==> src/rtl/axi_mm_intr_pkg.sv <==
// Shared definitions for the matrix-multiplier interrupt controller:
// register offsets, source capture modes, AXI response code and FSM states.
package axi_mm_intr_pkg;

  localparam int unsigned ADDR_GIE      = 'h00;
  localparam int unsigned ADDR_IER      = 'h04;
  localparam int unsigned ADDR_ISR      = 'h08;
  localparam int unsigned ADDR_IACK     = 'h0C;
  localparam int unsigned ADDR_IPR      = 'h10;
  localparam int unsigned ADDR_MODE     = 'h14;
  localparam int unsigned ADDR_ISET     = 'h18;
  localparam int unsigned ADDR_COAL_THR = 'h1C;
  localparam int unsigned ADDR_COAL_TMO = 'h20;

  localparam logic [1:0] RESP_OKAY = 2'b00;

  typedef enum logic {
    MODE_LEVEL = 1'b0,
    MODE_EDGE  = 1'b1
  } mode_e;

  typedef enum logic [1:0] {
    WR_IDLE = 2'd0,
    WR_ACC  = 2'd1,
    WR_RESP = 2'd2
  } wr_state_e;

  typedef enum logic [1:0] {
    RD_IDLE = 2'd0,
    RD_ACC  = 2'd1,
    RD_DATA = 2'd2
  } rd_state_e;

endpackage

==> src/rtl/axi_mm_intr_coalescer.sv <==
// Event coalescing and the registered irq output. Pending interrupts are
// held back until enough distinct events accumulate or a timeout expires.
module axi_mm_intr_coalescer #(
  parameter int C_NUM_OF_INTR = 4,
  parameter int C_COAL_W      = 8
) (
  input  logic                     clk,
  input  logic                     rst,
  input  logic                     gie,
  input  logic [C_NUM_OF_INTR-1:0] ipr,
  input  logic [C_COAL_W-1:0]      coal_thr,
  input  logic [C_COAL_W-1:0]      coal_tmo,
  output logic                     irq
);

  localparam int CW = C_COAL_W;

  logic [C_NUM_OF_INTR-1:0] ipr_prev;
  logic [CW-1:0]            evt_cnt;
  logic [CW-1:0]            tmo_cnt;
  logic                     pending;
  logic                     rise;
  logic                     fire;

  function automatic logic [CW-1:0] sat_inc(input logic [CW-1:0] v);
    return (&v) ? v : v + CW'(1);
  endfunction

  assign pending = |ipr;
  assign rise    = |(ipr & ~ipr_prev);

  // Release condition; the timeout term counts the current pending cycle so
  // irq lands exactly COAL_TMO cycles after IPR first goes nonzero.
  always_comb begin
    fire = (coal_thr <= CW'(1)) ||
           (evt_cnt >= coal_thr) ||
           ((coal_tmo != '0) && (sat_inc(tmo_cnt) >= coal_tmo));
  end

  // Event/timeout counters and the sticky irq register.
  always_ff @(posedge clk) begin
    if (rst) begin
      ipr_prev <= '0;
      evt_cnt  <= '0;
      tmo_cnt  <= '0;
      irq      <= 1'b0;
    end else begin
      ipr_prev <= ipr;
      if (!pending) begin
        evt_cnt <= '0;
        tmo_cnt <= '0;
      end else begin
        if (rise) evt_cnt <= sat_inc(evt_cnt);
        if (!irq) tmo_cnt <= sat_inc(tmo_cnt);
      end
      if (irq) irq <= gie & pending;
      else     irq <= gie & pending & fire;
    end
  end

endmodule

==> src/rtl/axi_mm_intr_ctrl.sv <==
// AXI4-Lite interrupt controller: register file, per-channel edge/level
// capture with software set/ack, and coalesced irq to the processor.
module axi_mm_intr_ctrl
  import axi_mm_intr_pkg::*;
#(
  parameter int C_S_AXI_DATA_WIDTH = 32,
  parameter int C_S_AXI_ADDR_WIDTH = 6,
  parameter int C_NUM_OF_INTR      = 4,
  parameter int C_COAL_W           = 8
) (
  input  logic                          S_AXI_ACLK,
  input  logic                          S_AXI_ARESET,
  input  logic [C_NUM_OF_INTR-1:0]      intr_in,
  input  logic [C_S_AXI_ADDR_WIDTH-1:0] S_AXI_AWADDR,
  input  logic                          S_AXI_AWVALID,
  output logic                          S_AXI_AWREADY,
  input  logic [C_S_AXI_DATA_WIDTH-1:0] S_AXI_WDATA,
  input  logic [3:0]                    S_AXI_WSTRB,
  input  logic                          S_AXI_WVALID,
  output logic                          S_AXI_WREADY,
  output logic [1:0]                    S_AXI_BRESP,
  output logic                          S_AXI_BVALID,
  input  logic                          S_AXI_BREADY,
  input  logic [C_S_AXI_ADDR_WIDTH-1:0] S_AXI_ARADDR,
  input  logic                          S_AXI_ARVALID,
  output logic                          S_AXI_ARREADY,
  output logic [C_S_AXI_DATA_WIDTH-1:0] S_AXI_RDATA,
  output logic [1:0]                    S_AXI_RRESP,
  output logic                          S_AXI_RVALID,
  input  logic                          S_AXI_RREADY,
  output logic                          irq
);

  localparam int N  = C_NUM_OF_INTR;
  localparam int AW = C_S_AXI_ADDR_WIDTH;
  localparam int CW = C_COAL_W;

  localparam logic [AW-1:0] A_GIE  = AW'(ADDR_GIE);
  localparam logic [AW-1:0] A_IER  = AW'(ADDR_IER);
  localparam logic [AW-1:0] A_ISR  = AW'(ADDR_ISR);
  localparam logic [AW-1:0] A_IACK = AW'(ADDR_IACK);
  localparam logic [AW-1:0] A_IPR  = AW'(ADDR_IPR);
  localparam logic [AW-1:0] A_MODE = AW'(ADDR_MODE);
  localparam logic [AW-1:0] A_ISET = AW'(ADDR_ISET);
  localparam logic [AW-1:0] A_THR  = AW'(ADDR_COAL_THR);
  localparam logic [AW-1:0] A_TMO  = AW'(ADDR_COAL_TMO);

  wr_state_e     wr_state, wr_state_nxt;
  rd_state_e     rd_state, rd_state_nxt;
  logic          wr_en;
  logic          gie;
  logic [N-1:0]  ier, mode, isr, intr_prev;
  logic [N-1:0]  ipr, hw_set, iack_bits, iset_bits, isr_nxt;
  logic [CW-1:0] coal_thr, coal_tmo;
  logic [31:0]   rd_word;

  // Byte-lane merge of a write into the current register contents.
  function automatic logic [31:0] strb_merge(input logic [31:0] old,
                                             input logic [31:0] wdata,
                                             input logic [3:0]  wstrb);
    logic [31:0] res;
    for (int b = 0; b < 4; b++)
      res[b*8 +: 8] = wstrb[b] ? wdata[b*8 +: 8] : old[b*8 +: 8];
    return res;
  endfunction

  assign ipr         = isr & ier;
  assign S_AXI_BRESP = RESP_OKAY;
  assign S_AXI_RRESP = RESP_OKAY;

  // Write FSM state register.
  always_ff @(posedge S_AXI_ACLK) begin
    if (S_AXI_ARESET) wr_state <= WR_IDLE;
    else              wr_state <= wr_state_nxt;
  end

  // Write FSM next state: accept address+data together, then respond.
  always_comb begin
    wr_state_nxt = wr_state;
    case (wr_state)
      WR_IDLE: if (S_AXI_AWVALID && S_AXI_WVALID) wr_state_nxt = WR_ACC;
      WR_ACC:  wr_state_nxt = WR_RESP;
      WR_RESP: if (S_AXI_BREADY) wr_state_nxt = WR_IDLE;
      default: wr_state_nxt = WR_IDLE;
    endcase
  end

  // Write FSM outputs decoded from the registered state.
  always_comb begin
    S_AXI_AWREADY = (wr_state == WR_ACC);
    S_AXI_WREADY  = (wr_state == WR_ACC);
    S_AXI_BVALID  = (wr_state == WR_RESP);
    wr_en         = (wr_state == WR_ACC);
  end

  // Read FSM state register.
  always_ff @(posedge S_AXI_ACLK) begin
    if (S_AXI_ARESET) rd_state <= RD_IDLE;
    else              rd_state <= rd_state_nxt;
  end

  // Read FSM next state: accept address, then present data until taken.
  always_comb begin
    rd_state_nxt = rd_state;
    case (rd_state)
      RD_IDLE: if (S_AXI_ARVALID) rd_state_nxt = RD_ACC;
      RD_ACC:  rd_state_nxt = RD_DATA;
      RD_DATA: if (S_AXI_RREADY) rd_state_nxt = RD_IDLE;
      default: rd_state_nxt = RD_IDLE;
    endcase
  end

  // Read FSM outputs decoded from the registered state.
  always_comb begin
    S_AXI_ARREADY = (rd_state == RD_ACC);
    S_AXI_RVALID  = (rd_state == RD_DATA);
  end

  // Read mux; write-only and unmapped offsets return zero.
  always_comb begin
    rd_word = '0;
    case (S_AXI_ARADDR)
      A_GIE:   rd_word = 32'(gie);
      A_IER:   rd_word = 32'(ier);
      A_ISR:   rd_word = 32'(isr);
      A_IPR:   rd_word = 32'(ipr);
      A_MODE:  rd_word = 32'(mode);
      A_THR:   rd_word = 32'(coal_thr);
      A_TMO:   rd_word = 32'(coal_tmo);
      default: rd_word = '0;
    endcase
  end

  // Read data register, loaded on the address handshake and held while RVALID.
  always_ff @(posedge S_AXI_ACLK) begin
    if (S_AXI_ARESET)             S_AXI_RDATA <= '0;
    else if (rd_state == RD_ACC)  S_AXI_RDATA <= rd_word;
  end

  // Source capture: hardware and software sets take priority over IACK.
  always_comb begin
    iack_bits = '0;
    iset_bits = '0;
    hw_set    = '0;
    if (wr_en && S_AXI_AWADDR == A_IACK)
      iack_bits = N'(strb_merge(32'd0, S_AXI_WDATA, S_AXI_WSTRB));
    if (wr_en && S_AXI_AWADDR == A_ISET)
      iset_bits = N'(strb_merge(32'd0, S_AXI_WDATA, S_AXI_WSTRB));
    for (int i = 0; i < N; i++)
      hw_set[i] = (mode[i] == MODE_EDGE) ? (intr_in[i] & ~intr_prev[i]) : intr_in[i];
    isr_nxt = (isr & ~iack_bits) | hw_set | iset_bits;
  end

  // Register file, status register and source history.
  always_ff @(posedge S_AXI_ACLK) begin
    if (S_AXI_ARESET) begin
      gie       <= 1'b0;
      ier       <= '0;
      mode      <= '0;
      isr       <= '0;
      intr_prev <= '0;
      coal_thr  <= '0;
      coal_tmo  <= '0;
    end else begin
      intr_prev <= intr_in;
      isr       <= isr_nxt;
      if (wr_en) begin
        case (S_AXI_AWADDR)
          A_GIE:   gie      <= 1'(strb_merge(32'(gie), S_AXI_WDATA, S_AXI_WSTRB));
          A_IER:   ier      <= N'(strb_merge(32'(ier), S_AXI_WDATA, S_AXI_WSTRB));
          A_MODE:  mode     <= N'(strb_merge(32'(mode), S_AXI_WDATA, S_AXI_WSTRB));
          A_THR:   coal_thr <= CW'(strb_merge(32'(coal_thr), S_AXI_WDATA, S_AXI_WSTRB));
          A_TMO:   coal_tmo <= CW'(strb_merge(32'(coal_tmo), S_AXI_WDATA, S_AXI_WSTRB));
          default: ;
        endcase
      end
    end
  end

  axi_mm_intr_coalescer #(
    .C_NUM_OF_INTR (C_NUM_OF_INTR),
    .C_COAL_W      (C_COAL_W)
  ) u_coalescer (
    .clk      (S_AXI_ACLK),
    .rst      (S_AXI_ARESET),
    .gie      (gie),
    .ipr      (ipr),
    .coal_thr (coal_thr),
    .coal_tmo (coal_tmo),
    .irq      (irq)
  );

endmodule

==> config.mk <==
export PLATFORM = sky130hd
export DESIGN_NAME = axi_mm_intr_ctrl
export DESIGN_NICKNAME = d
export VERILOG_FILES = /design/src/rtl/axi_mm_intr_pkg.sv /design/src/rtl/axi_mm_intr_coalescer.sv /design/src/rtl/axi_mm_intr_ctrl.sv
export SDC_FILE = /design/constraint.sdc
export NUM_CORES = 1
export LEC_CHECK = 0
export BUFFER_PORTS_ARGS = -buffer_cell sky130_fd_sc_hd__buf_2
export CAP_MARGIN = 10
export CORE_MARGIN = 5
export CORE_UTILIZATION = 49
export CTS_CLUSTER_SIZE = 25
export DETAILED_ROUTE_END_ITERATION = 8
export PLACE_DENSITY = 0.8
export RECOVER_POWER = 25
export REMOVE_ABC_BUFFERS = 1
export SLEW_MARGIN = 20
export SYNTH_ARGS = -nofsm -noshare
export SYNTH_HDL_FRONTEND = slang
export SYNTH_SLANG_ARGS = --single-unit
==> constraint.sdc <==
create_clock -name S_AXI_ACLK -period 5.6 [get_ports S_AXI_ACLK]
set_input_delay 0.84 -clock S_AXI_ACLK [delete_from_list [all_inputs] [get_ports S_AXI_ACLK]]
set_output_delay 0.84 -clock S_AXI_ACLK [all_outputs]
set_load 0.1 [all_outputs]
# Yosys cells after proc, flatten, opt, wreduce, memory -nomap -nowiden
# Index checks and enable logic that the tools add are counted.
[op_classes]
addsub = 2
order_cmp = 3
n_eq_ne = 20
mux = 16
bitwise_logic = 19
n_reduce_logical = 24
[ops]
columns = ["op", "n"]
rows = [
  ["$pmux 8 s7", 1],
  ["$eq 6x5->1 const B", 6],
  ["$add 8x1->8 const B", 2],
  ["$ge 8x8->1", 2],
  ["$reduce_and 8->1", 2],
  ["$reduce_and 3->1", 5],
  ["$and 4x4->4", 3],
  ["$eq 6x3->1 const B", 2],
  ["$eq 6x4->1 const B", 2],
  ["$eq 6x6->1 const B", 2],
  ["$logic_not 6->1", 2],
  ["$mux 4", 3],
  ["$pmux 2 s3", 2],
  ["$le 8x1->1 const B", 1],
  ["$mux 2", 4],
  ["$mux 8", 1],
  ["$not 4->4", 2],
  ["$or 4x4->4", 2],
  ["$reduce_bool 8->1", 1],
  ["$reduce_or 4->1", 2],
  ["$and 1x1->1", 6],
  ["$not 1->1", 6],
  ["$reduce_and 2->1", 3],
  ["$mux 1", 5],
  ["8 further kinds", 17],
]
[totals]
ff_bits = 90
inputBits = 59
output_inout_bits = 42
word_cells = 98

# Depth between registers and ports, before layout
# Gate-level depths: netlist of the first run.
[logic_depth]
depth_word = 7
depth_mapped = 10
ltp_nobuf = 10

# By module
# From an unflattened synthesis of the first run, not the netlist that was laid out.
[hier_totals]
cells_unflattened = 429
area_unflattened_um2 = 3842.4
[by_module_without_submodules]
columns = ["module", "n_inst", "cells_per_inst", "area_per_inst_um2", "seq_area_each_um2"]
rows = [
  ["axi_mm_intr_ctrl", 1, 255, 2333.5, 900.9],
  ["axi_mm_intr_coalescer", 1, 174, 1508.9, 420.4],
]

# Worst setup path before layout of the first run
# Ideal clock, no wire load.
[synth_timing]
path_kind = "reg-to-output"
startpoint = "register wr_state[0]"
endpoint = "output S_AXI_WREADY"
t_arrival_ps = 2321
required_ps = 4760
slack_ps = 2439
stages_incl_launch_ff = 3
n_path_buf = 1
cell_sequence = "dfxtp_1 > nor2b_1 > buf_4"
[synth_between]
elab_chain_cells = 1
[synth_lines]
columns = ["item", "line", "text"]
rows = [
  ["start, declared", "axi_mm_intr_ctrl.sv:48", "wr_state_e wr_state, wr_state_nxt;"],
  ["start signal, assigned", "axi_mm_intr_ctrl.sv:74", "else wr_state <= wr_state_nxt;"],
  ["$eq 2x1->1", "n/a", ""],
  ["end, declared", "axi_mm_intr_ctrl.sv:20", "output logic S_AXI_WREADY,"],
]
# Every way passes these cells.

# Worst setup path in the final report of the first run
[layout_timing]
startpoint = "input S_AXI_ARESET"
endpoint = "register u_coalescer.tmo_cnt[7]"
[layout_between]
elab_chain_cells = 1
[layout_lines]
columns = ["item", "line", "text"]
rows = [
  ["start, declared", "axi_mm_intr_ctrl.sv:12", "input logic S_AXI_ARESET,"],
  ["$reduce_or 2->1 (no line)", "n/a", ""],
  ["end signal, assigned", "axi_mm_intr_coalescer.sv:54", "if (!irq) tmo_cnt <= sat_inc(tmo_cnt);"],
  ["end, declared", "axi_mm_intr_coalescer.sv:20", "logic [CW-1:0] tmo_cnt;"],
]
# Every way passes these cells.
# A chain may end at the register's enable or synchronous reset.

==> results of run 1 <==
==> logic make-up (layout without fill, tap and decap cells) <==
kind of cell               Yosys count  after routing  share of synthesized area
and+or+nand+nor                    159            159                      0.233
other                                1             28                    0.00100
AOI/OAI and AO/OA                   90             90                      0.157
DFF                                 66             66                      0.352
xor gates and xnor gates             4              4                    0.00934
muxes                               30             30                     0.0811
buffers and inverters               70             86                      0.106
adders and majority gates           18             18                     0.0600
==> state kept, by name, summed over array words and instances (netlist names) <==
| name | cells |
|---|---|
| S_AXI_RDATA | 8 |
| coal_thr | 8 |
| coal_tmo | 8 |
| gie | 1 |
| ier | 4 |
| intr_prev | 4 |
| isr | 4 |
| mode | 4 |
| rd_state | 2 |
| u_coalescer.evt_cnt | 8 |
| u_coalescer.ipr_prev | 4 |
| u_coalescer.irq | 1 |
| u_coalescer.tmo_cnt | 8 |
| wr_state | 2 |
==> worst paths after layout <==
| kind | endpoint | slack, ps | startpoint |
|---|---|---|---|
| min reg2reg | rd_state[0]$_SDFFE_PP0P_ | 440 | rd_state[1]$_SDFFE_PP0P_ |
| max reg2reg | u_coalescer.irq$_SDFF_PP0_ | 2760 | u_coalescer.tmo_cnt[0]$_SDFFE_PP0N_ |
| max | u_coalescer.tmo_cnt[7]$_SDFFE_PP0N_ | 2560 | S_AXI_ARESET |
| min | rd_state[0]$_SDFFE_PP0P_ | 440 | rd_state[1]$_SDFFE_PP0P_ |
==> layout by cell type (no fill, tap or decap), types with 5 or more instances in the layout <==
cell type | netlist | final
dfxtp_1 | 66 | 66
nor2_1 | 46 | 46
buf_2 | 0 | 44
nand2_1 | 28 | 28
conb_1 | 1 | 28
mux2i_1 | 27 | 27
inv_1 | 25 | 25
a21oi_1 | 23 | 23
o21ai_0 | 19 | 19
ha_1 | 18 | 18
nor3_1 | 12 | 12
clkbuf_8 | 0 | 11
nand3_1 | 10 | 10
nor4_1 | 9 | 9
nor2b_1 | 7 | 7
a22oi_1 | 7 | 7
nand3b_1 | 6 | 6
o211ai_1 | 6 | 6
nand4_1 | 5 | 5
o31ai_1 | 5 | 5
or4_1 | 5 | 5
a311oi_1 | 5 | 5
==> cell type report <==
cell class / count / area share
Multi-Input combinational cell: 329 / 0.517
Sequential cell: 66 / 0.320
Timing Repair Buffer: 45 / 0.0543
Clock buffer: 12 / 0.0376
Tap cell: 102 / 0.0309
Inverter: 25 / 0.0227
Clock inverter: 4 / 0.0179
==> through the flow <==
| step | total power, mW | hold slack, ps | utilization | cell area [µm²] |
|---|---|---|---|---|
| 2_1_floorplan | 0.614 | 402 | - | 3550 |
| 3_3_place_gp | 0.647 | 411 | 0.513 | 3900 |
| 3_5_place_dp | 0.649 | 433 | 0.513 | 3900 |
| 4_1_cts | 1.10 | 447 | 0.543 | 4130 |
| 5_1_grt | 1.14 | 470 | 0.543 | 4130 |
| 6_report | 1.10 | 444 | 0.543 | 4130 |
==> power by group through the flow <==
stage | Sequential (mW) | Clock [mW] | Combinational, mW
final | 0.482 | 0.459 | 0.158
after global routing | 0.482 | 0.490 | 0.165
after CTS | 0.481 | 0.465 | 0.157
after detailed placement | 0.492 | 0 | 0.156
after global placement | 0.492 | 0 | 0.155
after floorplan | 0.501 | 0 | 0.113
==> metal layers <==
| metal | part of all wire | wire (µm) | global-route usage | vias up |
|---|---|---|---|---|
| met3 | 0.062 | 528 | 0.0574 | 7 |
| li1 | - | - | - | 1626 |
| met2 | 0.49 | 4170 | 0.299 | 83 |
| met4 | 0.0091 | 78 | 0.0532 | 0 |
| met1 | 0.44 | 3790 | 0.231 | 1540 |
| met5 | 0 | 0 | 0 | - |
==> worst reg2reg max path: cells and delay by family (launching register included) <==
kind                       cells  cell delay [ps]
and+or+nand+nor                4             1020
AOI/OAI and AO/OA              4              750
DFF                            1              430
adders and majority gates      2              490
==> metrics.csv, run 1 <==
metric,value,unit
final antenna-violating net count,0,
"Seq/Total Area, Yosys",0.352,
Place WS,2840,ps
#FFs+latches synth,66,
Worst EP arrival,3280,ps
HPWL after DPL,6.43,mm
vias per cell,5.58,
R2R depth,10,
status,"complete, but fails checks",
stages on the worst setup path,4,
Slew @ Worst Pin,2100,ps
core area,7610,µm²
"Worst Setup Slack, final",2560,ps
final setup fails,0,
"Largest stage delay, worst path",1460,ps
wire per inst,14.7,µm
ys async rst share,0,
CTS Hold Bufs,0,
number of CTS-inserted buffers,9,
"Cell Area, Synth",3750,µm²
htree depth,3,
Net Sw Frac,0.298,
Reg area,1320,µm²
n_diodes,0,
Slew HR,-0.400,
Psw,0.327,mW
VDD IR-drop max,0.000176,V
First-pass DRT Iterations,6,
layout cell share with drive strength beyond 1,0.141,
Die X,97.5,µm
# fillers,691,
"count leader, synth",dfxtp_1,
initial drt markers,277,
die height,97.5,µm
io pins,101,
grt ovf,0,
synth unique cells,59,
synth top area cells,"dfxtp_1 (35%), mux2i_1 (7.2%), buf_4 (6.0%), ha_1 (6.0%), nor2_1 (4.6%)",
Max clock buf depth,2,
Pwr Density,266,nW/µm²
largest net degree at the start of global routing,52,
Mapped Cells,438,
Routability Congestion,0.864,
CTS tree,built,
CP Buf/Inv Count,1,
area occupied by multi-input gates,2130,µm²
Leak,1.78,nW
Starting Density,0.493,
failing checks,"capacitance limit, slew limit",
Syn-to-layout area delta,10.0,%
Min-Delay Path Class,reg2reg,
synth warn,0,
Critical Path End Type,flop,
type of origin of the critical path,primary input,
Fmax achieved,329,MHz
ys flop type,dfxtp_1,
Worst-path clk slew,70,ps
initial antenna violation count,0,
CP max-delay cell,clkbuf_1,
first-pass GRT wire length,14.4,mm
CP cell instances,"clkbuf_1, a21oi_1, and3_1, a31o_2",
Setup TNS,0,ps
Worst Skew,10.6,ps
"EDFF count, synth",0,
Layout Cells excl Fill,583,
worst hold path depth,1,
Reg power frac,0.439,
vias in the first global route,3053,
Final Cycle Share,0.542,
worst-path fanout max,51,
clock power share,0.418,
Crit Path Category,in2reg,
row count,32,
internal power,0.771,mW
Resize count post-CTS,0,
max-slew violation count,52,
combinational power share,0.144,
Fin. Hold Viols,0,
vias,3256,
cell count after placement,567,
nets@finish,553,
Clock Latency Late Sink,350,ps
Root Buffer,clkbuf_8,
Critical Path RT,5850,ps
RSZ-0062 raised after global routing,false,
gr usage total,0.183,
Crit path max-delay family,buffers and inverters,
Synth top area share,0.352,
Total Wirelength,8.57,mm
Die ar.,9510,µm²
max-cap violations,1,
Syn Area/Cell,8.56,µm²
port bufs,45,
Post-synth top cells,"dfxtp_1 (66), nor2_1 (46), buf_4 (30)",
min Tclk post-route,3040,ps
CTS Sinks,66,
post-CTS setup buffers,0,
Residual DRC,0,
largest area contributor in the netlist,dfxtp_1,
No activity file was read; power rests on OpenSTA's default activity.
==> run 2: changes to the inputs <==
--- a/config.mk
+++ b/config.mk
@@ -8,10 +8,10 @@
 export BUFFER_PORTS_ARGS = -buffer_cell sky130_fd_sc_hd__buf_2
 export CAP_MARGIN = 10
 export CORE_MARGIN = 5
-export CORE_UTILIZATION = 49
+export CORE_UTILIZATION = 48
 export CTS_CLUSTER_SIZE = 25
 export DETAILED_ROUTE_END_ITERATION = 8
-export PLACE_DENSITY = 0.8
+export PLACE_DENSITY = 0.82
 export RECOVER_POWER = 25
 export REMOVE_ABC_BUFFERS = 1
 export SLEW_MARGIN = 20
==> constraint.sdc (replaced) <==
create_clock -name S_AXI_ACLK -period 2.7 [get_ports S_AXI_ACLK]
set_input_delay 0.405 -clock S_AXI_ACLK [delete_from_list [all_inputs] [get_ports S_AXI_ACLK]]
set_output_delay 0.405 -clock S_AXI_ACLK [all_outputs]
set_load 0.1 [all_outputs]
==> metrics.csv, run 2 (same netlist as run 1, synthesis figures left out) <==
metric,value,unit,change
Starting Density,0.488,,was 0.493
grt ovf,0,,unchanged
R2R depth,10,,unchanged
largest net degree at the start of global routing,30,,was 52
final setup fails,0,,unchanged
Min-Delay Endpoint,wr_state[0]$_SDFFE_PP0P_,,was rd_state[0]$_SDFFE_PP0P_
post-CTS setup buffers,0,,unchanged
htree depth,3,,unchanged
max-slew violation count,0,,was 52
CTS Sinks,66,,unchanged
Min-Delay Path Class,in2reg,,was reg2reg
Slew HR,0.170,,was -0.400
number of CTS-inserted buffers,9,,unchanged
crit path launch,u_coalescer.tmo_cnt[1]$_SDFFE_PP0N_,,was S_AXI_ARESET
Tot Pwr,2.26,mW,was 1.10 mW
Slew @ Worst Pin,1240,ps,was 2100 ps
First-pass DRT Iterations,4,,was 6
Crit Path Category,reg2reg,,was in2reg
FF-to-FF End,u_coalescer.irq$_SDFF_PP0_,,unchanged
Fin. Hold Viols,0,,unchanged
Die ar.,9680,µm²,was 9510 µm²
Total Wirelength,8.68,mm,was 8.57 mm
CTS Hold Bufs,0,,unchanged
Residual DRC,0,,unchanged
Leak,1.76,nW,was 1.78 nW
Crit path max-delay family,simple AND/OR/NAND/NOR gates,,was buffers and inverters
RSZ-0062 raised after global routing,false,,unchanged
io pins,101,,unchanged
Root Buffer,clkbuf_8,,unchanged
Routability Congestion,0.853,,was 0.864
CTS tree,built,,unchanged
port bufs,45,,unchanged
r2r setup slk,260,ps,was 2760 ps
worst hold start,S_AXI_WVALID,,was rd_state[1]$_SDFFE_PP0P_
"Largest stage delay, worst path",450,ps,was 1460 ps
Clock Latency Late Sink,350,ps,about the same
status,completed,,"was complete, but fails checks"
final antenna-violating net count,0,,unchanged
CP cell instances,"ha_2, nand3_2, or3_4, nand2_1, nand2_1, ha_1, o21ai_0, a21oi_1, o311ai_0, a41oi_1",,"was clkbuf_1, a21oi_1, and3_1, a31o_2"
Critical Path RT,2910,ps,was 5850 ps
Max clock buf depth,2,,unchanged
Worst-path clk slew,80,ps,was 70 ps
core area,7690,µm²,was 7610 µm²
initial antenna violation count,0,,unchanged
vias,3317,,"was 3,256"
CP Buf/Inv Count,0,,was 1
gr usage total,0.184,,was 0.183
"commonest non-fill, non-tap cell in the layout",dfxtp_1,,unchanged
Critical R2R Launch,u_coalescer.tmo_cnt[1]$_SDFFE_PP0N_,,was u_coalescer.tmo_cnt[0]$_SDFFE_PP0N_
Worst EP arrival,2650,ps,was 3280 ps
wire per inst,14.8,µm,was 14.7 µm
row count,32,,unchanged
most frequent cells in the layout,"dfxtp_1 (66), nor2_1 (46), buf_2 (37)",,"was dfxtp_1 (66), nor2_1 (46), buf_2 (44)"
Setup TNS,0,ps,unchanged
VDD IR-drop max,0.000341,V,was 0.000176 V
Critical Path End Type,flop,,unchanged
nets@finish,558,,was 553
min Tclk post-route,2440,ps,
CP max-delay cell,or3_4,,was clkbuf_1
die height,98.4,µm,was 97.5 µm
Worst Skew,15.6,ps,was 10.6 ps
max-cap violations,0,,was 1
type of origin of the critical path,flop,,was primary input
Final Cycle Share,0.904,,
Die X,98.4,µm,was 97.5 µm
worst hold path depth,3,,was 1
Pwr Density,544,nW/µm²,was 266 nW/µm²
first-pass GRT wire length,14.7,mm,was 14.4 mm
worst-path fanout max,6,,was 51
n_diodes,0,,unchanged
Worst path most repeated cell,nand2_1,,
HPWL after DPL,6.60,mm,was 6.43 mm
Fmax achieved,410,MHz,
layout cell share with drive strength beyond 1,0.142,,was 0.141
Syn-to-layout area delta,10.9,%,was 10.0%
vias per cell,5.64,,was 5.58
vias in the first global route,3230,,"was 3,053"
initial drt markers,152,,was 277
-- run 2: layout make-up --
| cell class | count | area (µm²) |
|---|---|---|
| fill | 710 | 3530 |
| multi-input combinational | 329 | 2140 |
| sequential | 66 | 1320 |
| timing repair buffer | 50 | 249 |
| tap | 102 | 128 |
| clock buffer | 9 | 124 |
| clock inverter | 7 | 98.8 |
| inverter | 25 | 93.8 |
-- run 2: worst max path at each step --
| stage | slack, ps | cells past startpoint | endpoint |
|---|---|---|---|
| 2_1_floorplan | -1770 | 4 | coal_tmo[0]$_SDFFE_PP0P_ |
| 3_3_place_gp | 230 | 10 | u_coalescer.irq$_SDFF_PP0_ |
| 3_5_place_dp | 140 | 10 | u_coalescer.irq$_SDFF_PP0_ |
| 4_1_cts | 130 | 10 | u_coalescer.irq$_SDFF_PP0_ |
| 5_1_grt | 40 | 10 | u_coalescer.irq$_SDFF_PP0_ |
| 6_report | 260 | 10 | u_coalescer.irq$_SDFF_PP0_ |
-- run 2: stage by stage --
step / hold WS, ps / util / instance area, µm² / setup slack (ps) / cells
after CTS: 269 / 0.541 / 4160 / 127 / 588
after global placement: 411 / 0.512 / 3940 / 225 / 572
after floorplan: 402 / - / 3550 / -1770 / 420
after global routing: 275 / 0.541 / 4160 / 37.8 / 588
final: 279 / 0.541 / 4160 / 259 / 588
after detailed placement: 429 / 0.512 / 3940 / 143 / 572
-- run 2: per-layer routing --
layer / vias to the layer above / wire length, µm / GRT usage
met4: 0 / 198 / 0.0683
met2: 111 / 4250 / 0.312
li1: 1632 / - / -
met3: 22 / 616 / 0.0514
met5: - / 0 / 0
met1: 1552 / 3620 / 0.221
-- run 2: timing repair --
action                                  CTS  global route
endpoints found under the setup margin    0             1
resized for setup                         0             3
hold endpoints to repair                  0             0
-- run 2: worst reg2reg max path: stages, from the launching register on --
cell	delay, ps
dfxtp_1	410
ha_2	260
nand3_2	140
or3_4	450
nand2_1	80
nand2_1	50
ha_1	260
o21ai_0	140
a21oi_1	60
o311ai_0	280
a41oi_1	170
-- run 2: power by group --
part	internal, mW	total, mW	switching, mW
logic	0.0414	0.328	0.287
clock network	0.527	0.934	0.407
registers	0.987	0.999	0.0122
total	1.56	2.26	0.706
==> run 3: changes to the inputs <==
--- a/config.mk
+++ b/config.mk
@@ -17,4 +17,5 @@
 export SLEW_MARGIN = 20
 export SYNTH_ARGS = -nofsm -noshare
 export SYNTH_HDL_FRONTEND = slang
+export SYNTH_HIERARCHICAL = 1
 export SYNTH_SLANG_ARGS = --single-unit
==> metrics.csv, run 3 <==
metric,value,unit,change
status,completed,,unchanged
vias,3210,,"was 3,317"
Reg power frac,0.421,,was 0.442
Psw,0.706,mW,about the same
"commonest non-fill, non-tap cell in the layout",dfxtp_1,,unchanged
core area,7770,µm²,was 7690 µm²
synth unique cells,73,,was 59
#FFs+latches synth,66,,unchanged
ys flop type,dfxtp_1,,unchanged
largest area contributor in the netlist,dfxtp_1,,unchanged
Total Wirelength,8.54,mm,was 8.68 mm
final non-filler cell area,4300,µm²,was 4160 µm²
"count leader, synth",dfxtp_1,,unchanged
wire per inst,14.7,µm,was 14.8 µm
die height,99.5,µm,was 98.4 µm
synth top area cells,"dfxtp_1 (34%), mux2i_1 (7.6%), buf_4 (6.1%), ha_1 (5.9%), nor2_1 (5.1%)",,"was dfxtp_1 (35%), mux2i_1 (7.2%), buf_4 (6.0%), ha_1 (6.0%), nor2_1 (4.6%)"
io pins,101,,unchanged
port bufs,45,,unchanged
combinational power share,0.139,,was 0.145
worst hold start,S_AXI_WVALID,,unchanged
grt ovf,0,,unchanged
max-slew violation count,0,,unchanged
Slew @ Worst Pin,1110,ps,was 1240 ps
Post-synth top cells,"dfxtp_1 (66), nor2_1 (52), buf_4 (31)",,"was dfxtp_1 (66), nor2_1 (46), buf_4 (30)"
Root Buffer,clkbuf_8,,unchanged
worst-path fanout max,6,,unchanged
Die ar.,9890,µm²,was 9680 µm²
Critical Path RT,2930,ps,was 2910 ps
first-pass GRT wire length,14.3,mm,was 14.7 mm
initial antenna violation count,0,,unchanged
internal power,1.65,mW,was 1.56 mW
Die X,99.5,µm,was 98.4 µm
n_diodes,0,,unchanged
VDD IR-drop max,0.000296,V,was 0.000341 V
Routability Congestion,0.865,,was 0.853
RSZ-0062 raised after global routing,false,,unchanged
Min-Delay Endpoint,wr_state[0]$_SDFFE_PP0P_,,unchanged
Worst-path clk slew,80,ps,about the same
final antenna-violating net count,0,,unchanged
vias in the first global route,3047,,"was 3,230"
initial drt markers,224,,was 152
Worst Skew,13.0,ps,was 15.6 ps
Critical Path End Type,flop,,unchanged
Syn-to-layout area delta,11.8,%,was 10.9%
row count,32,,unchanged
type of origin of the critical path,flop,,unchanged
Worst EP arrival,2770,ps,was 2650 ps
number of CTS-inserted buffers,9,,unchanged
Min-Delay Path Class,in2reg,,unchanged
Slew HR,0.262,,was 0.170
nets@finish,552,,was 558
htree depth,3,,unchanged
Starting Density,0.495,,was 0.488
HPWL after DPL,6.49,mm,was 6.60 mm
final setup fails,0,,unchanged
"Seq/Total Area, Yosys",0.344,,was 0.352
worst hold path depth,3,,unchanged
FF-to-FF End,u_coalescer/irq$_SDFF_PP0_,,was u_coalescer.irq$_SDFF_PP0_
max-cap violations,0,,unchanged
Fmax achieved,393,MHz,was 410 MHz
"Cell Area, Synth",3840,µm²,was 3750 µm²
Post-DP Area,4050,µm²,was 3940 µm²
"EDFF count, synth",0,,unchanged
CTS tree,built,,unchanged
R2R depth,11,,was 10
Syn Area/Cell,8.96,µm²,was 8.56 µm²
First-pass DRT Iterations,5,,was 4
CTS Sinks,66,,unchanged
Final Cycle Share,0.942,,was 0.904
largest net degree at the start of global routing,26,,was 30
r2r setup slk,160,ps,was 260 ps
post-CTS setup buffers,0,,unchanged
min Tclk post-route,2540,ps,was 2440 ps
Residual DRC,0,,unchanged
Pwr Density,549,nW/µm²,was 544 nW/µm²
Fin. Hold Viols,0,,unchanged
gr usage total,0.177,,was 0.184
Critical R2R Launch,u_coalescer/tmo_cnt[1]$_SDFFE_PP0N_,,was u_coalescer.tmo_cnt[1]$_SDFFE_PP0N_
most frequent cells in the layout,"dfxtp_1 (65), nor2_1 (52), buf_2 (43)",,"was dfxtp_1 (66), nor2_1 (46), buf_2 (37)"
synth warn,6,,was 0
Leak,1.93,nW,was 1.76 nW
Crit Path Category,reg2reg,,unchanged
ys async rst share,0,,unchanged
Max clock buf depth,2,,unchanged
Mapped Cells,429,,was 438
clock power share,0.440,,was 0.413
Clock Latency Late Sink,350,ps,about the same
layout cell share with drive strength beyond 1,0.181,,was 0.142
Tot Pwr,2.36,mW,was 2.26 mW
Net Sw Frac,0.300,,was 0.312
vias per cell,5.52,,was 5.64
Synth top area share,0.344,,was 0.352
-- run 3: metal layers --
| metal | wire [µm] | vias to the layer above | GRT usage |
|---|---|---|---|
| met2 | 4050 | 118 | 0.291 |
| met3 | 602 | 16 | 0.0344 |
| li1 | - | 1561 | - |
| met5 | 0 | - | 0 |
| met1 | 3710 | 1515 | 0.225 |
| met4 | 175 | 0 | 0.0798 |
-- run 3: power groups by stage --
stage	Combinational (mW)	Clock [mW]	Sequential [mW]
after floorplan	0.238	0	1.03
after global placement	0.322	0	1.02
after detailed placement	0.326	0	1.02
after CTS	0.327	1.05	0.993
after global routing	0.342	1.10	0.995
final	0.328	1.04	0.993
-- run 3: critical path: stages (launching register included) --
cell	delay (ps)
dfxtp_2	370
ha_2	210
and3_4	220
and2_4	170
nand3_4	110
xnor2_1	150
ha_1	260
nand2b_1	150
a2111oi_2	380
nor3_1	110
o221ai_1	200
a31oi_1	100
-- run 3: logic make-up after synthesis --
family,Yosys count,share of synthesized area
other,1,0.000976
buffers and inverters,64,0.0938
muxes,31,0.0824
AOI/OAI and AO/OA,74,0.153
xor gates and xnor gates,12,0.0274
adders and majority gates,18,0.0586
and+or+nand+nor,163,0.240
DFF,66,0.344
-- run 3: how the worst max path moves through the flow --
stage	from	to	slack, ps	depth (start not counted)
final	u_coalescer/tmo_cnt[1]$_SDFFE_PP0N_	u_coalescer/irq$_SDFF_PP0_	160	11
after global routing	u_coalescer/tmo_cnt[1]$_SDFFE_PP0N_	u_coalescer/irq$_SDFF_PP0_	20	11
after CTS	u_coalescer/tmo_cnt[1]$_SDFFE_PP0N_	u_coalescer/irq$_SDFF_PP0_	30	10
after detailed placement	u_coalescer/tmo_cnt[1]$_SDFFE_PP0N_	u_coalescer/irq$_SDFF_PP0_	-20	10
after global placement	u_coalescer/tmo_cnt[1]$_SDFFE_PP0N_	u_coalescer/irq$_SDFF_PP0_	110	10
after floorplan	wr_state[0]$_SDFFE_PP0P_	coal_tmo[0]$_SDFFE_PP0P_	-1770	4
-- run 3: layout make-up --
cell class / count / area, µm²
well taps: 102 / 128
flip-flops and latches: 66 / 1320
fillers: 690 / 3470
clock inverters: 7 / 124
clock buffers: 9 / 124
repair buffers: 49 / 245
multi-input cells: 326 / 2270
inverters: 23 / 86.3
-- run 3: per-stage QoR --
stage	hold slack (ps)	instances	util	setup WS (ps)	setup TNS [ps]
after detailed placement	442	566	0.522	-23.6	-23.6
after global placement	414	566	0.522	107	0
final	276	582	0.553	156	0
after floorplan	402	415	-	-1770	-16310
after global routing	283	582	0.553	17.4	0
after CTS	259	582	0.554	28.6	0
-- run 3: what timing repair did --
action / CTS / global route
endpoints found under the setup margin: 1 / 1
resized for setup: 1 / 3
hold buffers: 0 / 0
gates cloned: 0 / 0
